===== src/rtl/fir_seq_ctrl_if.sv =====
`default_nettype none
// ============================================================================
// Module      : fir_seq_ctrl_if
// Description : Bundle of sample-request and datapath-control signals for the
//               FIR sequencer.
//               master : request source / datapath observer
//                        (drives valid_in, ch_in)
//               slave  : the sequencer
//                        (drives dmem_*, cmem_addr, alu_*, busy, valid_out,
//                         ch_out, overrun)
// Revision    : 1.0  initial release
// ============================================================================
interface fir_seq_ctrl_if #(
  parameter int TAPS = 64,
  parameter int CH   = 1
);
  localparam int AW = $clog2(TAPS);
  localparam int CW = (CH > 1) ? $clog2(CH) : 1;

  logic              valid_in;
  logic [CW-1:0]     ch_in;
  logic              dmem_wr;
  logic [CW+AW-1:0]  dmem_addr;
  logic [AW-1:0]     cmem_addr;
  logic              alu_en;
  logic [1:0]        alu_opcode;
  logic              busy;
  logic              valid_out;
  logic [CW-1:0]     ch_out;
  logic              overrun;

  modport master (
    output valid_in, ch_in,
    input  dmem_wr, dmem_addr, cmem_addr, alu_en, alu_opcode,
           busy, valid_out, ch_out, overrun
  );

  modport slave (
    input  valid_in, ch_in,
    output dmem_wr, dmem_addr, cmem_addr, alu_en, alu_opcode,
           busy, valid_out, ch_out, overrun
  );
endinterface
`default_nettype wire


===== src/rtl/fir_seq_ctrl.sv =====
`default_nettype none
// ============================================================================
// Module      : fir_seq_ctrl
// Description : Event-driven sequencer for the multi-channel FP16 FIR
//               datapath. Each accepted sample runs one filter pass:
//               LOAD (DMEM write), MUL (TAPS multiplies), THRU (adder
//               pipeline fill), ACC (TAPS accumulates), NORM, DONE (result
//               strobe). Keeps per-channel circular DMEM write pointers and a
//               one-entry pending request buffer with overrun detection.
// Ports       : clk_fast - datapath clock, rising edge
//               rst_n    - asynchronous active-low reset
//               bus      - slave side of fir_seq_ctrl_if (request input,
//                          DMEM/CMEM addresses, ALU control, status)
// Revision    : 1.0  initial release
// ============================================================================
module fir_seq_ctrl #(
  parameter int TAPS    = 64,
  parameter int ACC_LAT = 6,
  parameter int CH      = 1
) (
  input  wire logic        clk_fast,
  input  wire logic        rst_n,
  fir_seq_ctrl_if.slave    bus
);
  localparam int AW   = $clog2(TAPS);
  localparam int CW   = (CH > 1) ? $clog2(CH) : 1;
  // Pointer file is sized to the full channel-index range so any ch_in value
  // indexes a real entry.
  localparam int NWP  = 1 << CW;
  localparam int CNTW = $clog2(TAPS + ACC_LAT);

  localparam logic [CNTW-1:0] TAPS_LAST = CNTW'(TAPS - 1);
  localparam logic [CNTW-1:0] THRU_LAST = CNTW'(ACC_LAT - 1);

  localparam logic [1:0] OP_IDLE = 2'b00;  // also ADD29NORM
  localparam logic [1:0] OP_MUL  = 2'b10;
  localparam logic [1:0] OP_ADD  = 2'b11;

  typedef enum logic [6:0] {
    S_IDLE = 7'b000_0001,
    S_LOAD = 7'b000_0010,
    S_MUL  = 7'b000_0100,
    S_THRU = 7'b000_1000,
    S_ACC  = 7'b001_0000,
    S_NORM = 7'b010_0000,
    S_DONE = 7'b100_0000
  } state_t;

  state_t          state_q, state_d;
  logic [CNTW-1:0] cnt_q, cnt_d;
  logic [CW-1:0]   cur_ch_q, cur_ch_d;
  logic            pend_vld_q, pend_vld_d;
  logic [CW-1:0]   pend_ch_q, pend_ch_d;
  logic            ovr_q, ovr_d;
  logic [AW-1:0]   wp_q [NWP];

  logic [AW-1:0]   wp_cur;
  logic [AW-1:0]   k_idx;
  logic [AW-1:0]   mul_idx;

  assign wp_cur = wp_q[cur_ch_q];
  assign k_idx  = cnt_q[AW-1:0];
  // The pointer has already advanced past the sample written in LOAD, so the
  // newest sample sits at wp-1; walk backwards from there.
  assign mul_idx = wp_cur - AW'(1) - k_idx;

  // --------------------------------------------------------------------------
  // State registers
  // --------------------------------------------------------------------------
  always_ff @(posedge clk_fast or negedge rst_n) begin
    if (!rst_n) begin
      state_q    <= S_IDLE;
      cnt_q      <= '0;
      cur_ch_q   <= '0;
      pend_vld_q <= 1'b0;
      pend_ch_q  <= '0;
      ovr_q      <= 1'b0;
    end else begin
      state_q    <= state_d;
      cnt_q      <= cnt_d;
      cur_ch_q   <= cur_ch_d;
      pend_vld_q <= pend_vld_d;
      pend_ch_q  <= pend_ch_d;
      ovr_q      <= ovr_d;
    end
  end

  always_ff @(posedge clk_fast or negedge rst_n) begin
    if (!rst_n) begin
      for (int i = 0; i < NWP; i++) begin
        wp_q[i] <= '0;
      end
    end else if (state_q == S_LOAD) begin
      wp_q[cur_ch_q] <= wp_cur + AW'(1);
    end
  end

  // --------------------------------------------------------------------------
  // Next-state logic
  // --------------------------------------------------------------------------
  always_comb begin
    state_d    = state_q;
    cnt_d      = cnt_q;
    cur_ch_d   = cur_ch_q;
    pend_vld_d = pend_vld_q;
    pend_ch_d  = pend_ch_q;
    ovr_d      = 1'b0;

    // A full buffer drops the new request; DONE consumes requests itself, so
    // only mid-pass requests are parked.
    if (bus.valid_in) begin
      if (pend_vld_q) begin
        ovr_d = 1'b1;
      end else if (state_q != S_IDLE && state_q != S_DONE) begin
        pend_vld_d = 1'b1;
        pend_ch_d  = bus.ch_in;
      end
    end

    case (state_q)
      S_IDLE: begin
        if (bus.valid_in) begin
          cur_ch_d = bus.ch_in;
          state_d  = S_LOAD;
        end
      end
      S_LOAD: begin
        cnt_d   = '0;
        state_d = S_MUL;
      end
      S_MUL: begin
        if (cnt_q == TAPS_LAST) begin
          cnt_d   = '0;
          state_d = S_THRU;
        end else begin
          cnt_d = cnt_q + CNTW'(1);
        end
      end
      S_THRU: begin
        if (cnt_q == THRU_LAST) begin
          cnt_d   = '0;
          state_d = S_ACC;
        end else begin
          cnt_d = cnt_q + CNTW'(1);
        end
      end
      S_ACC: begin
        if (cnt_q == TAPS_LAST) begin
          cnt_d   = '0;
          state_d = S_NORM;
        end else begin
          cnt_d = cnt_q + CNTW'(1);
        end
      end
      S_NORM: begin
        state_d = S_DONE;
      end
      S_DONE: begin
        // Buffered request has priority; otherwise chain a coincident request
        // straight into LOAD so back-to-back passes have no IDLE gap.
        if (pend_vld_q) begin
          cur_ch_d   = pend_ch_q;
          pend_vld_d = 1'b0;
          state_d    = S_LOAD;
        end else if (bus.valid_in) begin
          cur_ch_d = bus.ch_in;
          state_d  = S_LOAD;
        end else begin
          state_d = S_IDLE;
        end
      end
      default: begin
        cnt_d   = '0;
        state_d = S_IDLE;
      end
    endcase
  end

  // --------------------------------------------------------------------------
  // Output decode (registered state only)
  // --------------------------------------------------------------------------
  always_comb begin
    bus.dmem_wr    = 1'b0;
    bus.dmem_addr  = {cur_ch_q, wp_cur};
    bus.cmem_addr  = '0;
    bus.alu_en     = 1'b0;
    bus.alu_opcode = OP_IDLE;
    bus.busy       = (state_q != S_IDLE);
    bus.valid_out  = 1'b0;
    bus.ch_out     = '0;
    bus.overrun    = ovr_q;

    case (state_q)
      S_LOAD: begin
        bus.dmem_wr = 1'b1;
      end
      S_MUL: begin
        bus.alu_en     = 1'b1;
        bus.alu_opcode = OP_MUL;
        bus.dmem_addr  = {cur_ch_q, mul_idx};
        bus.cmem_addr  = k_idx;
      end
      S_THRU, S_ACC: begin
        bus.alu_en     = 1'b1;
        bus.alu_opcode = OP_ADD;
      end
      S_NORM: begin
        bus.alu_en = 1'b1;
      end
      S_DONE: begin
        bus.valid_out = 1'b1;
        bus.ch_out    = cur_ch_q;
      end
      default: begin
        bus.dmem_wr = 1'b0;
      end
    endcase
  end

endmodule
`default_nettype wire


===== src/flat_wrapper.sv =====
// flat-port wrapper written by rule: the top's interface ports become plain ports
module fir_seq_ctrl_flat 
#(
  parameter int TAPS    = 64,
  parameter int ACC_LAT = 6,
  parameter int CH      = 1
)
  (clk_fast, rst_n, bus_valid_in, bus_ch_in, bus_dmem_wr, bus_dmem_addr, bus_cmem_addr, bus_alu_en, bus_alu_opcode, bus_busy, bus_valid_out, bus_ch_out, bus_overrun);
  fir_seq_ctrl_if #(.TAPS(TAPS), .CH(CH)) bus_i ();
  input  wire logic clk_fast;
  input  wire logic rst_n;
  input wire logic [$bits(bus_i.valid_in)-1:0] bus_valid_in;
  input wire logic [$bits(bus_i.ch_in)-1:0] bus_ch_in;
  output wire logic [$bits(bus_i.dmem_wr)-1:0] bus_dmem_wr;
  output wire logic [$bits(bus_i.dmem_addr)-1:0] bus_dmem_addr;
  output wire logic [$bits(bus_i.cmem_addr)-1:0] bus_cmem_addr;
  output wire logic [$bits(bus_i.alu_en)-1:0] bus_alu_en;
  output wire logic [$bits(bus_i.alu_opcode)-1:0] bus_alu_opcode;
  output wire logic [$bits(bus_i.busy)-1:0] bus_busy;
  output wire logic [$bits(bus_i.valid_out)-1:0] bus_valid_out;
  output wire logic [$bits(bus_i.ch_out)-1:0] bus_ch_out;
  output wire logic [$bits(bus_i.overrun)-1:0] bus_overrun;
  assign bus_i.valid_in = bus_valid_in;
  assign bus_i.ch_in = bus_ch_in;
  assign bus_dmem_wr = bus_i.dmem_wr;
  assign bus_dmem_addr = bus_i.dmem_addr;
  assign bus_cmem_addr = bus_i.cmem_addr;
  assign bus_alu_en = bus_i.alu_en;
  assign bus_alu_opcode = bus_i.alu_opcode;
  assign bus_busy = bus_i.busy;
  assign bus_valid_out = bus_i.valid_out;
  assign bus_ch_out = bus_i.ch_out;
  assign bus_overrun = bus_i.overrun;
  fir_seq_ctrl #(.TAPS(TAPS), .ACC_LAT(ACC_LAT), .CH(CH)) u_core (.clk_fast(clk_fast), .rst_n(rst_n), .bus(bus_i));
endmodule

===== config.mk =====
export PLATFORM = sky130hd
export DESIGN_NAME = fir_seq_ctrl_flat
export DESIGN_NICKNAME = d
export VERILOG_FILES = /design/src/rtl/fir_seq_ctrl_if.sv /design/src/rtl/fir_seq_ctrl.sv /design/src/flat_wrapper.sv
export SDC_FILE = /design/constraint.sdc
export NUM_CORES = 1
export LEC_CHECK = 0
export BUFFER_PORTS_ARGS = -buffer_cell sky130_fd_sc_hd__buf_2
export CORE_MARGIN = 5
export CORE_UTILIZATION = 45
export CTS_BUF_LIST = sky130_fd_sc_hd__clkbuf_8 sky130_fd_sc_hd__clkbuf_16
export CTS_CLUSTER_DIAMETER = 40
export DETAILED_ROUTE_END_ITERATION = 10
export SETUP_SLACK_MARGIN = 0.05
export SLEW_MARGIN = 15
export SYNTH_ARGS = -nofsm -noshare
export SYNTH_HDL_FRONTEND = slang
export SYNTH_SLANG_ARGS = --single-unit
export TNS_END_PERCENT = 10

===== constraint.sdc =====
create_clock -name clk_fast -period 4.15 [get_ports clk_fast]
set_input_delay 1.0375 -clock clk_fast [delete_from_list [all_inputs] [get_ports clk_fast]]
set_output_delay 1.0375 -clock clk_fast [all_outputs]
set_load 0.005 [all_outputs]

# --- Word level (Yosys, flattened, before mapping) ---
# Index checks and enable logic that the tools add are counted.
classes:
  add_sub_neg: 4
  magnitude_cmp: 2
  eq_ne: 15
  muxes: 33
  bitwise: 2
  reduce_logical: 9
op_table:
  columns: ["operator", "count"]
  rows:
  - ["$mux 7", 7]
  - ["$pmux 7 s7", 1]
  - ["$mux 6", 6]
  - ["$pmux 7 s3", 1]
  - ["$eq 7x3->1 const B", 2]
  - ["$eq 7x6->1 const B", 2]
  - ["$mux 1", 13]
  - ["$bwmux 12", 1]
  - ["$add 7x1->7 const B", 1]
  - ["$eq 7x1->1 const B", 1]
  - ["$eq 7x2->1 const B", 1]
  - ["$eq 7x4->1 const B", 1]
  - ["$eq 7x5->1 const B", 1]
  - ["$eq 7x7->1 const B", 1]
  - ["$ne 7x1->1 const B", 1]
  - ["$ne 7x7->1 const B", 1]
  - ["$add 6x1->6 const B", 1]
  - ["$demux 6 s1", 1]
  - ["$ne 2x1->1 const B", 3]
  - ["$sub 6x1->6 const B", 1]
  - ["$sub 6x6->6", 1]
  - ["$pmux 2 s2", 1]
  - ["$reduce_and 4->1", 1]
  - ["$reduce_or 2->1", 2]
  - ["other kinds (12)", 13]
word_totals:
  reg_bits: 30
  in_bits: 4
  out_inout_bits: 21
  word_cells: 73

# --- Logic depth before layout (Yosys ltp) ---
depth:
  depth_word: 7
  mapped_depth: 10
  mapped_depth_nobuf: 8

# --- Worst setup path before layout ---
# OpenSTA, ideal clock, no wires.
synth_path:
  path_type: "register -> output"
  from: "register u_core.cur_ch_q"
  to: "output port bus_dmem_addr[5]"
  t_arrival_ns: 2.305
  t_required_ns: 3.113
  setup_slack_ns: 0.808
  path_stages_with_launch: 11
  path_buffers: 2
  cell_sequence: "dfrtp_1 > clkbuf_1 > clkbuf_1 > nand2_1 > nand2b_1 > ha_1 > and3_1 > a2111oi_0 > xnor2_1 > nor2_1 > xnor2_1"
synth_between:
  elab_chain_len: 7
synth_rtl:
  columns: ["element", "line", "rtl"]
  rows:
  - ["from (decl)", "fir_seq_ctrl.sv:51", "logic [CW-1:0] cur_ch_q, cur_ch_d;"]
  - ["from (signal assigned)", "fir_seq_ctrl.sv:81", "cur_ch_q <= cur_ch_d;"]
  - ["$not 1->2 (implied by the code) (*)", "fir_seq_ctrl.sv:61", "assign wp_cur = wp_q[cur_ch_q];"]
  - ["$mux 6 (implied by the code) (*) (3 in series)", "fir_seq_ctrl.sv:61", null]
  - ["$sub 6x1->6", "fir_seq_ctrl.sv:65", "assign mul_idx = wp_cur - AW'(1) - k_idx;"]
  - ["$sub 6x6->6", "fir_seq_ctrl.sv:65", null]
  - ["$mux 6 (*)", "fir_seq_ctrl.sv:193", "case (state_q)"]
  - ["to (decl)", "flat_wrapper.sv:15", "output wire logic [$bits(bus_i.dmem_addr)-1:0] bus_dmem_addr;"]
# Every way passes the cells marked *; elsewhere a longest branch is shown, timed or not. The select of a mux whose other input is x is not followed.

# --- Final worst setup path ---
# Same ends and word-level chain as after synthesis.

==> results_dict.tcl <==
set metrics [dict create \
    outcome "finished clean" \
    hold_class "flop to flop" \
    cp_common_cell "xnor2_1" \
    synthToLayoutAreaGrowth_pct 12.69 \
    synth_seq_cells 30 \
    required_ns 3.11 \
    nFillCells 371 \
    clock_latency_ns 0.29 \
    multi_input_area_um2 1074 \
    dieArea_um2 5655 \
    fin_area_um2 2156 \
    rsz0062_at_grt "no" \
    wl_per_cell_um 14.96 \
    clock_sinks 30 \
    path_cells "mux2_2, ha_1, and3_1, a2111oi_0, xnor2_1, nor2_1, xnor2_1, buf_2" \
    p_per_area_nw_per_um2 625.8 \
    yosys_warnings 0 \
    cts_resized 0 \
    critPathLaunchType "flop" \
    vdd_ir_drop_max_v 0.0003566 \
    synth_ff_type "dfrtp_1" \
    ant_nets 0 \
    place_area_um2 2046 \
    p_leak_nw 1.024 \
    grt_use_total 0.1691 \
    hold_violations 0 \
    cp_slowest_cell "dfrtp_2" \
    portBuffers 24 \
    antenna_found_initial 0 \
    maxCapViolations 0 \
    syn_nets 223 \
    worst-path-buf-inv 1 \
    grt_max_degree 31 \
    cts_hold_buf 0 \
    dr.first_iter.drc_count 91 \
    drv_slew 0 \
    nNetsFinal 243 \
    die_w_um 75.20 \
    boundaryPins 25 \
    grt_overflow 0 \
    arrival_ns 2.79 \
    worst_setup_path_end_kind "primary output" \
    post_cts_buffers 0 \
    period_share 0.9213 \
    fmax_mhz 261.5 \
    rows 23 \
    grt_pass1_vias 1545 \
    relSlewSlack 0.5145 \
    synthDistinctLibCells 44 \
    crit_family "flip-flops" \
    power_w 0.001349 \
    path_clk_slew_ns 0.08 \
    start_util 0.4715 \
    async_reset_ff_frac 1.000 \
    root_buffer "clkbuf_8" \
    fin_skew_ns 0.01510 \
    cts_tree "done" \
    grt_pass1_wl_um 7217 \
    routed_wl_um 4203 \
    drc_errors 0 \
    diodes 0 \
    tritoncts.num_buffers 5 \
    cts_max_level 2 \
    seqCellArea_um2 753.2 \
    clk_path_buf_depth 2 \
    place_hpwl_um 3121 \
    instances_no_fill 281 \
    post_route_cells_drive_above_1_share 0.2035 \
    crit_path_max_fanout 16 \
    fin_crit_ns 3.824 \
    dp_cells 273 \
    setup_tns_ns 0 \
    vias 1557 \
    worst_pin_slew_ns 0.7206 \
    finalSetupViolations 0 \
    synth-edff-count 0 \
    coreArea_um2 4058 \
    netlist_area_um2 1913 \
    path_class "flop to primary output" \
    via_per_inst 5.541 \
    drtPass1Iterations 4 \
    ys_seq_area_frac 0.3931 \
    slowest_delay_ns 0.54 \
    place_congestion 0.8279 \
    syn_avg_cell_area_um2 9.110 \
    dieHeight_um 75.20 \
    syn_inst 210 \
]
-- worst paths after layout --
| kind | startpoint | to | slack [ns] | depth (start not counted) |
|---|---|---|---|---|
| worst max-delay path | u_core.cur_ch_q$_DFFE_PN0P_ | bus_dmem_addr[5] | 0.33 | 8 |
| worst min-delay path | u_core.wp_q[8]$_DFFE_PN0P_ | u_core.wp_q[8]$_DFFE_PN0P_ | 0.47 | 1 |
| worst max register to register | u_core.cnt_q[0]$_DFFE_PN0N_ | u_core.cnt_q[5]$_DFFE_PN0N_ | 1.92 | 6 |
| worst min register to register | u_core.wp_q[8]$_DFFE_PN0P_ | u_core.wp_q[8]$_DFFE_PN0P_ | 0.47 | 1 |
| max in group asynchronous | rst_n | u_core.cur_ch_q$_DFFE_PN0P_ | 2.89 | 1 |
| min in group asynchronous | rst_n | u_core.state_q[6]$_DFFE_PN0P_ | 0.78 | 1 |
-- cell usage after synthesis, drive strengths merged (3+ instances only) --
cell type	number	share of area
o21ai	15	0.039
and3	5	0.016
nor2	18	0.035
mux2	9	0.053
nor4	3	0.0098
xnor2	10	0.046
ha	8	0.052
inv	8	0.016
nand3	8	0.021
dfrtp	29	0.38
nand2	19	0.037
nor3	6	0.016
nor2b	4	0.013
xor2	9	0.041
and2	4	0.013
a21o	4	0.016
mux2i	3	0.016
a21oi	9	0.024
clkbuf	10	0.020
-- metal layers --
layer / up-vias / track usage / wire [um]
met2: 36 / 0.2485 / 1889
met4: 0 / 0.07184 / 53
li1: 773 / - / -
met3: 4 / 0.04139 / 212
met5: - / 0 / 0
met1: 744 / 0.2373 / 2048
-- flip-flops by register name, summed over array words and instances, names as in the netlist --
signal              flops
u_core.bus.overrun      1
u_core.cur_ch_q         1
u_core.pend_vld_q       1
u_core.wp_q            12
u_core.state_q          7
u_core.cnt_q            7
u_core.pend_ch_q        1
-- cells in the final DEF (no fill, tap or decap), types with 2 or more instances in the layout --
master	n
a21o_1	4
a21oi_1	9
a31oi_1	2
and2_1	4
and3_1	5
buf_2	24
clkbuf_8	5
clkinv_2	2
dfrtp_1	28
ha_1	8
inv_1	8
mux2_2	9
mux2i_1	3
nand2_1	19
nand3_1	8
nand3b_1	2
nand4_1	2
nor2_1	18
nor2b_1	4
nor3_1	6
nor4_1	3
o21ai_0	15
or2_2	2
or3_1	2
xnor2_1	10
xor2_1	9
-- cells by family (layout without fill, tap and decap cells) --
| family | count (synthesis) | count (layout) | share of synthesized area |
|---|---|---|---|
| fa+ha+maj | 9 | 9 | 0.06279 |
| flops | 30 | 30 | 0.3931 |
| buf+inv | 20 | 41 | 0.04578 |
| simple gates | 83 | 83 | 0.2269 |
| mux | 12 | 12 | 0.06867 |
| compound gates | 37 | 37 | 0.1158 |
| xor+xnor | 19 | 19 | 0.08699 |
-- cell type report --
cell class,count,area share
multi-input combinational,160,0.4980
sequential,30,0.3494
timing repair buffer,25,0.05920
clock buffer,5,0.03192
tap,50,0.02902
clock inverter,3,0.01857
inverter,8,0.01393
-- power breakdown --
group          internal, W  switching (W)  total [W]
registers         0.000356      0.0000835   0.000440
clock network     0.000176       0.000116   0.000293
logic             0.000288       0.000329   0.000617
total             0.000820       0.000529    0.00135
-- worst register-to-register path: cells and delay by family, from the launching register on --
family          cells  cell delay (ns)
compound gates      2             0.79
simple gates        3             0.66
flops               1             0.44
fa+ha+maj           1             0.26
-- stage by stage --
step	utilization	hold WS (ns)	setup slack [ns]
global route	0.5313	0.5001	0.09672
global placement	0.5042	0.4554	0.5608
floorplan	-	0.4381	0.8079
finish	0.5313	0.4691	0.3264
detailed placement	0.5042	0.4597	0.4871
CTS	0.5310	0.4710	0.1555
No activity file was read; power rests on OpenSTA's default activity.
